### config.mk
export PLATFORM = sky130hd
export DESIGN_NAME = sleep_ctrl_flat
export DESIGN_NICKNAME = d
export VERILOG_FILES = /design/src/rtl/sleep_ctrl_pkg.sv /design/src/rtl/sleep_ctrl_if.sv /design/src/rtl/sleep_ack_wdog.sv /design/src/rtl/sleep_ctrl.sv /design/src/flat_wrapper.sv
export SDC_FILE = /design/constraint.sdc
export NUM_CORES = 1
export LEC_CHECK = 0
export CORE_UTILIZATION = 30
export DETAILED_ROUTE_END_ITERATION = 6
export DONT_BUFFER_PORTS = 1
export SLEW_MARGIN = 20
export SYNTH_ARGS = -nofsm -noshare
export SYNTH_HDL_FRONTEND = slang
export SYNTH_SLANG_ARGS = --single-unit
### constraint.sdc
create_clock -name clk -period 3.3 [get_ports clk]
set_clock_uncertainty 0.2 [all_clocks]
set_input_delay 0.33 -clock clk [delete_from_list [all_inputs] [get_ports clk]]
set_output_delay 0.33 -clock clk [all_outputs]
set_load 0.02 [all_outputs]
### src/rtl/sleep_ctrl_pkg.sv
// Shared types and constants for the sleep/wakeup controller.
package sleep_ctrl_pkg;

  typedef enum logic [1:0] {
    IDLE  = 2'd0,
    ARM   = 2'd1,
    SLEEP = 2'd2,
    WAKE  = 2'd3
  } state_e;

  localparam logic [1:0] CAUSE_NONE   = 2'b00;
  localparam logic [1:0] CAUSE_MATCH  = 2'b01;
  localparam logic [1:0] CAUSE_WAKEUP = 2'b10;
  localparam logic [1:0] CAUSE_ABORT  = 2'b11;

  // Highest-priority wake source wins: abort, then counter wakeup, then match.
  function automatic logic [1:0] pickCause(input logic abortIn,
                                           input logic wakeupIn,
                                           input logic matchIn);
    logic [1:0] cause;
    cause = CAUSE_NONE;
    if (abortIn)       cause = CAUSE_ABORT;
    else if (wakeupIn) cause = CAUSE_WAKEUP;
    else if (matchIn)  cause = CAUSE_MATCH;
    return cause;
  endfunction

endpackage

### src/rtl/sleep_ctrl_if.sv
// Control/status bundle between the sleep controller, software and the timer counter.
interface sleep_ctrl_if #(
  parameter int CNT_W = 20
);
  logic             sleep_req;
  logic [CNT_W-1:0] sleep_cycles;
  logic             abort;
  logic [CNT_W-1:0] cnt_val;
  logic             cnt_wakeup;
  logic             cnt_en;
  logic             cnt_clr;
  logic             irq;
  logic             irq_ack;
  logic [1:0]       wake_cause;
  logic             busy;
  logic             wdog_err;

  // Environment side: software plus the counter.
  modport master (
    output sleep_req, sleep_cycles, abort, cnt_val, cnt_wakeup, irq_ack,
    input  cnt_en, cnt_clr, irq, wake_cause, busy, wdog_err
  );

  // Controller side.
  modport slave (
    input  sleep_req, sleep_cycles, abort, cnt_val, cnt_wakeup, irq_ack,
    output cnt_en, cnt_clr, irq, wake_cause, busy, wdog_err
  );
endinterface

### src/rtl/sleep_ack_wdog.sv
// Interrupt-acknowledge watchdog: counts enabled cycles, flags the ACK_TO-th.
module sleep_ack_wdog #(
  parameter int CNT_W  = 20,
  parameter int ACK_TO = 1024
) (
  input  logic clk,
  input  logic rst_n,
  input  logic en_i,
  output logic timeout_o
);

  localparam logic [CNT_W-1:0] LAST_CNT = CNT_W'(ACK_TO - 1);

  logic [CNT_W-1:0] count_q, count_d;

  // Count while enabled, restart from zero whenever the enable drops.
  always_comb begin
    count_d = en_i ? count_q + 1'b1 : '0;
  end

  // Counter register.
  always_ff @(posedge clk) begin
    if (!rst_n) count_q <= '0;
    else        count_q <= count_d;
  end

  assign timeout_o = en_i && (count_q == LAST_CNT);

endmodule

### src/rtl/sleep_ctrl.sv
// Sleep/wakeup controller driving the timer counter's enable/clear and raising
// a held wake interrupt. Optional ack watchdog: define SLEEP_CTRL_WDOG_EN.
module sleep_ctrl
  import sleep_ctrl_pkg::*;
#(
  parameter int CNT_W  = 20,
  parameter int ACK_TO = 1024
) (
  input logic         clk,
  input logic         rst_n,
  sleep_ctrl_if.slave bus
);

  localparam logic [1:0] ST_IDLE  = IDLE;
  localparam logic [1:0] ST_ARM   = ARM;
  localparam logic [1:0] ST_SLEEP = SLEEP;
  localparam logic [1:0] ST_WAKE  = WAKE;

  if (ACK_TO < 1) begin : gAckToCheck
    $error("ACK_TO must be at least 1");
  end

  logic [1:0]       state_q, state_d;
  logic [CNT_W-1:0] target_q, target_d;
  logic [1:0]       wakeCause_q, wakeCause_d;
  logic             irq_q, irq_d;
  logic             busy_q, busy_d;
  logic             cntEn_q, cntEn_d;
  logic             cntClr_q, cntClr_d;
  logic             matchNow;
  logic             wakeNow;

  assign matchNow = (bus.cnt_val >= target_q);
  assign wakeNow  = bus.abort | bus.cnt_wakeup | matchNow;

`ifdef SLEEP_CTRL_WDOG_EN
  logic ackTimeout;
  logic wdogEn;
  logic wdogErr_q;

  assign wdogEn = (state_q == ST_WAKE) && !bus.irq_ack;

  sleep_ack_wdog #(
    .CNT_W (CNT_W),
    .ACK_TO(ACK_TO)
  ) uWdog (
    .clk      (clk),
    .rst_n    (rst_n),
    .en_i     (wdogEn),
    .timeout_o(ackTimeout)
  );

  // Sticky timeout flag, cleared only by reset.
  always_ff @(posedge clk) begin
    if (!rst_n)          wdogErr_q <= 1'b0;
    else if (ackTimeout) wdogErr_q <= 1'b1;
  end

  assign bus.wdog_err = wdogErr_q;
`else
  assign bus.wdog_err = 1'b0;
`endif

  // Next-state and next-output logic; every output is registered from here.
  always_comb begin
    state_d     = state_q;
    target_d    = target_q;
    wakeCause_d = wakeCause_q;
    irq_d       = irq_q;
    busy_d      = busy_q;
    cntEn_d     = cntEn_q;
    cntClr_d    = cntClr_q;
    case (state_q)
      ST_IDLE: begin
        cntEn_d  = 1'b0;
        cntClr_d = 1'b1;
        irq_d    = 1'b0;
        busy_d   = 1'b0;
        if (bus.sleep_req) begin
          target_d    = bus.sleep_cycles;
          wakeCause_d = CAUSE_NONE;
          busy_d      = 1'b1;
          state_d     = ST_ARM;
        end
      end
      ST_ARM: begin
        cntEn_d  = 1'b0;
        cntClr_d = 1'b1;
        busy_d   = 1'b1;
        state_d  = ST_SLEEP;
      end
      ST_SLEEP: begin
        cntClr_d = 1'b0;
        busy_d   = 1'b1;
        if (wakeNow) begin
          cntEn_d     = 1'b0;
          irq_d       = 1'b1;
          wakeCause_d = pickCause(bus.abort, bus.cnt_wakeup, matchNow);
          state_d     = ST_WAKE;
        end else begin
          cntEn_d = 1'b1;
        end
      end
      ST_WAKE: begin
        cntEn_d  = 1'b0;
        cntClr_d = 1'b0;
        irq_d    = 1'b1;
        busy_d   = 1'b1;
        if (bus.irq_ack) begin
          irq_d    = 1'b0;
          busy_d   = 1'b0;
          cntClr_d = 1'b1;
          state_d  = ST_IDLE;
        end
`ifdef SLEEP_CTRL_WDOG_EN
        else if (ackTimeout) begin
          irq_d    = 1'b0;
          busy_d   = 1'b0;
          cntClr_d = 1'b1;
          state_d  = ST_IDLE;
        end
`endif
      end
      default: begin
        state_d = ST_IDLE;
      end
    endcase
  end

  // State and output registers with synchronous active-low reset.
  always_ff @(posedge clk) begin
    if (!rst_n) begin
      state_q     <= ST_IDLE;
      target_q    <= '0;
      wakeCause_q <= CAUSE_NONE;
      irq_q       <= 1'b0;
      busy_q      <= 1'b0;
      cntEn_q     <= 1'b0;
      cntClr_q    <= 1'b1;
    end else begin
      state_q     <= state_d;
      target_q    <= target_d;
      wakeCause_q <= wakeCause_d;
      irq_q       <= irq_d;
      busy_q      <= busy_d;
      cntEn_q     <= cntEn_d;
      cntClr_q    <= cntClr_d;
    end
  end

  assign bus.cnt_en     = cntEn_q;
  assign bus.cnt_clr    = cntClr_q;
  assign bus.irq        = irq_q;
  assign bus.wake_cause = wakeCause_q;
  assign bus.busy       = busy_q;

endmodule

### src/flat_wrapper.sv
// flat-port wrapper written by rule: the top's interface ports become plain ports
module sleep_ctrl_flat import sleep_ctrl_pkg::*;
#(
  parameter int CNT_W  = 20,
  parameter int ACK_TO = 1024
)
  (clk, rst_n, bus_sleep_req, bus_sleep_cycles, bus_abort, bus_cnt_val, bus_cnt_wakeup, bus_irq_ack, bus_cnt_en, bus_cnt_clr, bus_irq, bus_wake_cause, bus_busy, bus_wdog_err);
  sleep_ctrl_if #(.CNT_W(CNT_W)) bus_i ();
  input logic clk;
  input logic rst_n;
  input wire logic [$bits(bus_i.sleep_req)-1:0] bus_sleep_req;
  input wire logic [$bits(bus_i.sleep_cycles)-1:0] bus_sleep_cycles;
  input wire logic [$bits(bus_i.abort)-1:0] bus_abort;
  input wire logic [$bits(bus_i.cnt_val)-1:0] bus_cnt_val;
  input wire logic [$bits(bus_i.cnt_wakeup)-1:0] bus_cnt_wakeup;
  input wire logic [$bits(bus_i.irq_ack)-1:0] bus_irq_ack;
  output wire logic [$bits(bus_i.cnt_en)-1:0] bus_cnt_en;
  output wire logic [$bits(bus_i.cnt_clr)-1:0] bus_cnt_clr;
  output wire logic [$bits(bus_i.irq)-1:0] bus_irq;
  output wire logic [$bits(bus_i.wake_cause)-1:0] bus_wake_cause;
  output wire logic [$bits(bus_i.busy)-1:0] bus_busy;
  output wire logic [$bits(bus_i.wdog_err)-1:0] bus_wdog_err;
  assign bus_i.sleep_req = bus_sleep_req;
  assign bus_i.sleep_cycles = bus_sleep_cycles;
  assign bus_i.abort = bus_abort;
  assign bus_i.cnt_val = bus_cnt_val;
  assign bus_i.cnt_wakeup = bus_cnt_wakeup;
  assign bus_i.irq_ack = bus_irq_ack;
  assign bus_cnt_en = bus_i.cnt_en;
  assign bus_cnt_clr = bus_i.cnt_clr;
  assign bus_irq = bus_i.irq;
  assign bus_wake_cause = bus_i.wake_cause;
  assign bus_busy = bus_i.busy;
  assign bus_wdog_err = bus_i.wdog_err;
  sleep_ctrl #(.CNT_W(CNT_W), .ACK_TO(ACK_TO)) u_core (.clk(clk), .rst_n(rst_n), .bus(bus_i));
endmodule
==> metrics.cfg <==
[clock_network]
root_buffer=clkbuf_8
cts_hold_repair.buffers=21
cts_buffers=3
cts_htree_levels=1
cts_tree=done
clkSinkCount=28
clk_pin_slew_ns=0.09
post_cts_buffers=0
clkLatencyLatePin_ns=0.27
clock_path_buffers=2
ctsResizeCount=0

[drt]
drtIter0Drc=49
route.detailed.drc=0
drt-vias-per-instance=4.70
vias=1359
firstDrtPassIters=4
wire_per_inst_um=13.1
drt_wl_total_um=3790
ant_nets=0

[synth]
netlist_area_um2=1670
synth_cell_types=38
async_flop_share_pct=0
synth_top_area_share_pct=33.6
synth_area_leader_cell=dfxtp_1
synth-main-ff-cell=dfxtp_1
synth_edf_count=0
synthTopCellsByArea=dfxtp_1 34%, ha_1 18%, nand2_1 11%, a21oi_1 8.1%, inv_1 5.4%
synth_seq_area_share_pct=33.6
yosysWarnings=0
syn-mean-instance-area_um2=8.26
syn-instance-count=202
synth-seq-cells=28
synth_nets=272

[critical_path]
critPathArrivalTime_ns=2.33
endpoint_kind=register
worstSetupPathType=register to register
r2r_slack_ns=0.98
critPathLaunchType=register
cp_max_fo=5
critical_path_required_ns=3.31

[power_and_ir_drop]
p_leak_nw=0.796
power_density_nw_per_um2=476
peakVddDrop_v=0.000235

[timing]
hold_viol=0
worst_slew_margin_rel_pct=45.6
setup_viol=0
rsz0062_at_grt=false
drv_slew=0
setup_tns_ns=0
tightest_slew_ns=0.815
fin_crit_sh_pct=70.3
max_freq_ghz=0.431
period_needed_ns=2.32

[die]
dieArea_um2=5860
fp.dieW_um=76.6
io_pins=53
initial_core_util_pct=31.8
die_h_um=76.6
rows=26
coreArea_um2=5240

[place]
place_inst=265
portBuffers=0
placed_cell_area_um2=1730
hpwlAfterDp_um=2740
gp_congestion=0.789

[cells_and_area]
final_util_pct=37.8
layout-drive-gt1-share_pct=7.76
synthToLayoutAreaGrowth_pct=18.8
fin_cells=289
seq_area_um2=561
multi_input_area_um2=983
nFillCells=544
nNetsFinal=291
design_area_um2=1980
diodes=0

[grt]
grt_max_degree=24
grt-ovfl-total=0
grt_pass1_vias=1473
antenna_found_initial=0
grt_pass1_wl_um=6560
grt_usage_pct=14.1

[run]
maxCapViolations=0

[worst_hold_path]
hp-class=input pin to register

[outcome]
status=finished clean

## critical path: stages (launching register included)
cell       delay [ns]
dfxtp_1          0.34
inv_1            0.05
ha_1             0.29
nand4_1          0.24
nor4_4           0.36
a2111oi_4        0.15
a311oi_2         0.40
mux2i_1          0.23
## registers in the layout, summed over array words and instances, names as in the netlist
signal and cells:
u_core.bus.cnt_en 1, u_core.bus.wake_cause 2, u_core.bus.cnt_clr 1, u_core.target_q 20, u_core.bus.irq 1, u_core.state_q 2
u_core.bus.busy 1
## placed cells by master (no fill, tap or decap), types with 2 or more instances in the layout
| master | netlist | final |
|---|---|---|
| a21oi_1 | 27 | 27 |
| a32o_2 | 3 | 3 |
| clkbuf_8 | 0 | 3 |
| dfxtp_1 | 28 | 28 |
| dlygate4sd3_1 | 0 | 21 |
| ha_1 | 24 | 24 |
| inv_1 | 24 | 24 |
| nand2_1 | 48 | 48 |
| nand2b_1 | 3 | 3 |
| nand4_1 | 3 | 3 |
| nor2_1 | 3 | 3 |
| nor2b_1 | 2 | 2 |
| nor3_1 | 3 | 3 |
| o21ai_0 | 3 | 3 |
## final timing paths
check                 startpoint                  endpoint  cells after the start
max          u_core.target_q[14]         u_core.state_q[1]                      7
min                        rst_n  u_core.bus.wake_cause[1]                      1
max reg2reg  u_core.target_q[14]         u_core.state_q[1]                      7
min reg2reg   u_core.target_q[1]        u_core.target_q[1]                      2
## cell type report
type,count,area share (%)
sequential,28,28.3
inverter,24,4.55
timing repair buffer,22,11.0
tap,70,4.42
multi-input combinational,142,49.7
clock buffer,3,2.08
## metal layers
metal  up-vias  track usage, %  routed length (um)  part of all wire [%]
met1       609            17.0                1720                    45
li1        714               -                   -                     -
met4         0            4.04                  39                   1.0
met2        31            24.8                1860                    49
met3         5            3.35                 180                   4.7
met5         -               0                   0                     0
## metrics by stage
stage | total power [mW] | hold WS [ns] | worst slack (ns)
after floorplan | 0.679 | 0.236 | 1.14
after global placement | 0.740 | 0.219 | 1.02
after detailed placement | 0.746 | 0.218 | 0.984
after CTS | 0.965 | 0.00453 | 0.972
after global routing | 1.03 | 0.00703 | 0.818
final | 0.943 | 0.0166 | 0.980
## cell families after synthesis
family                   after synthesis  share of synthesized area, %
buffers and inverters                 32                          7.43
multiplexers                           1                         0.600
AO/OA/AOI/OAI                         46                          19.6
AND/OR/NAND/NOR                       70                          20.6
other                                  1                         0.225
adder cells (fa/ha/maj)               24                          18.0
flip-flops                            28                          33.6
## cell usage after synthesis (2+ instances only)
master,n
nor2_1,3
nor3_1,3
inv_1,24
buf_1,2
nand4_1,3
o21ai_0,3
nand2b_1,3
clkbuf_1,5
dfxtp_1,28
a32o_2,3
a21oi_1,27
ha_1,24
nor2b_1,2
nand2_1,48
## power breakdown
group	internal [mW]	switching, mW	total [mW]
logic	0.139	0.187	0.326
registers	0.387	0.0412	0.428
clock network	0.0821	0.107	0.189
No activity file was read; power rests on OpenSTA's default activity.
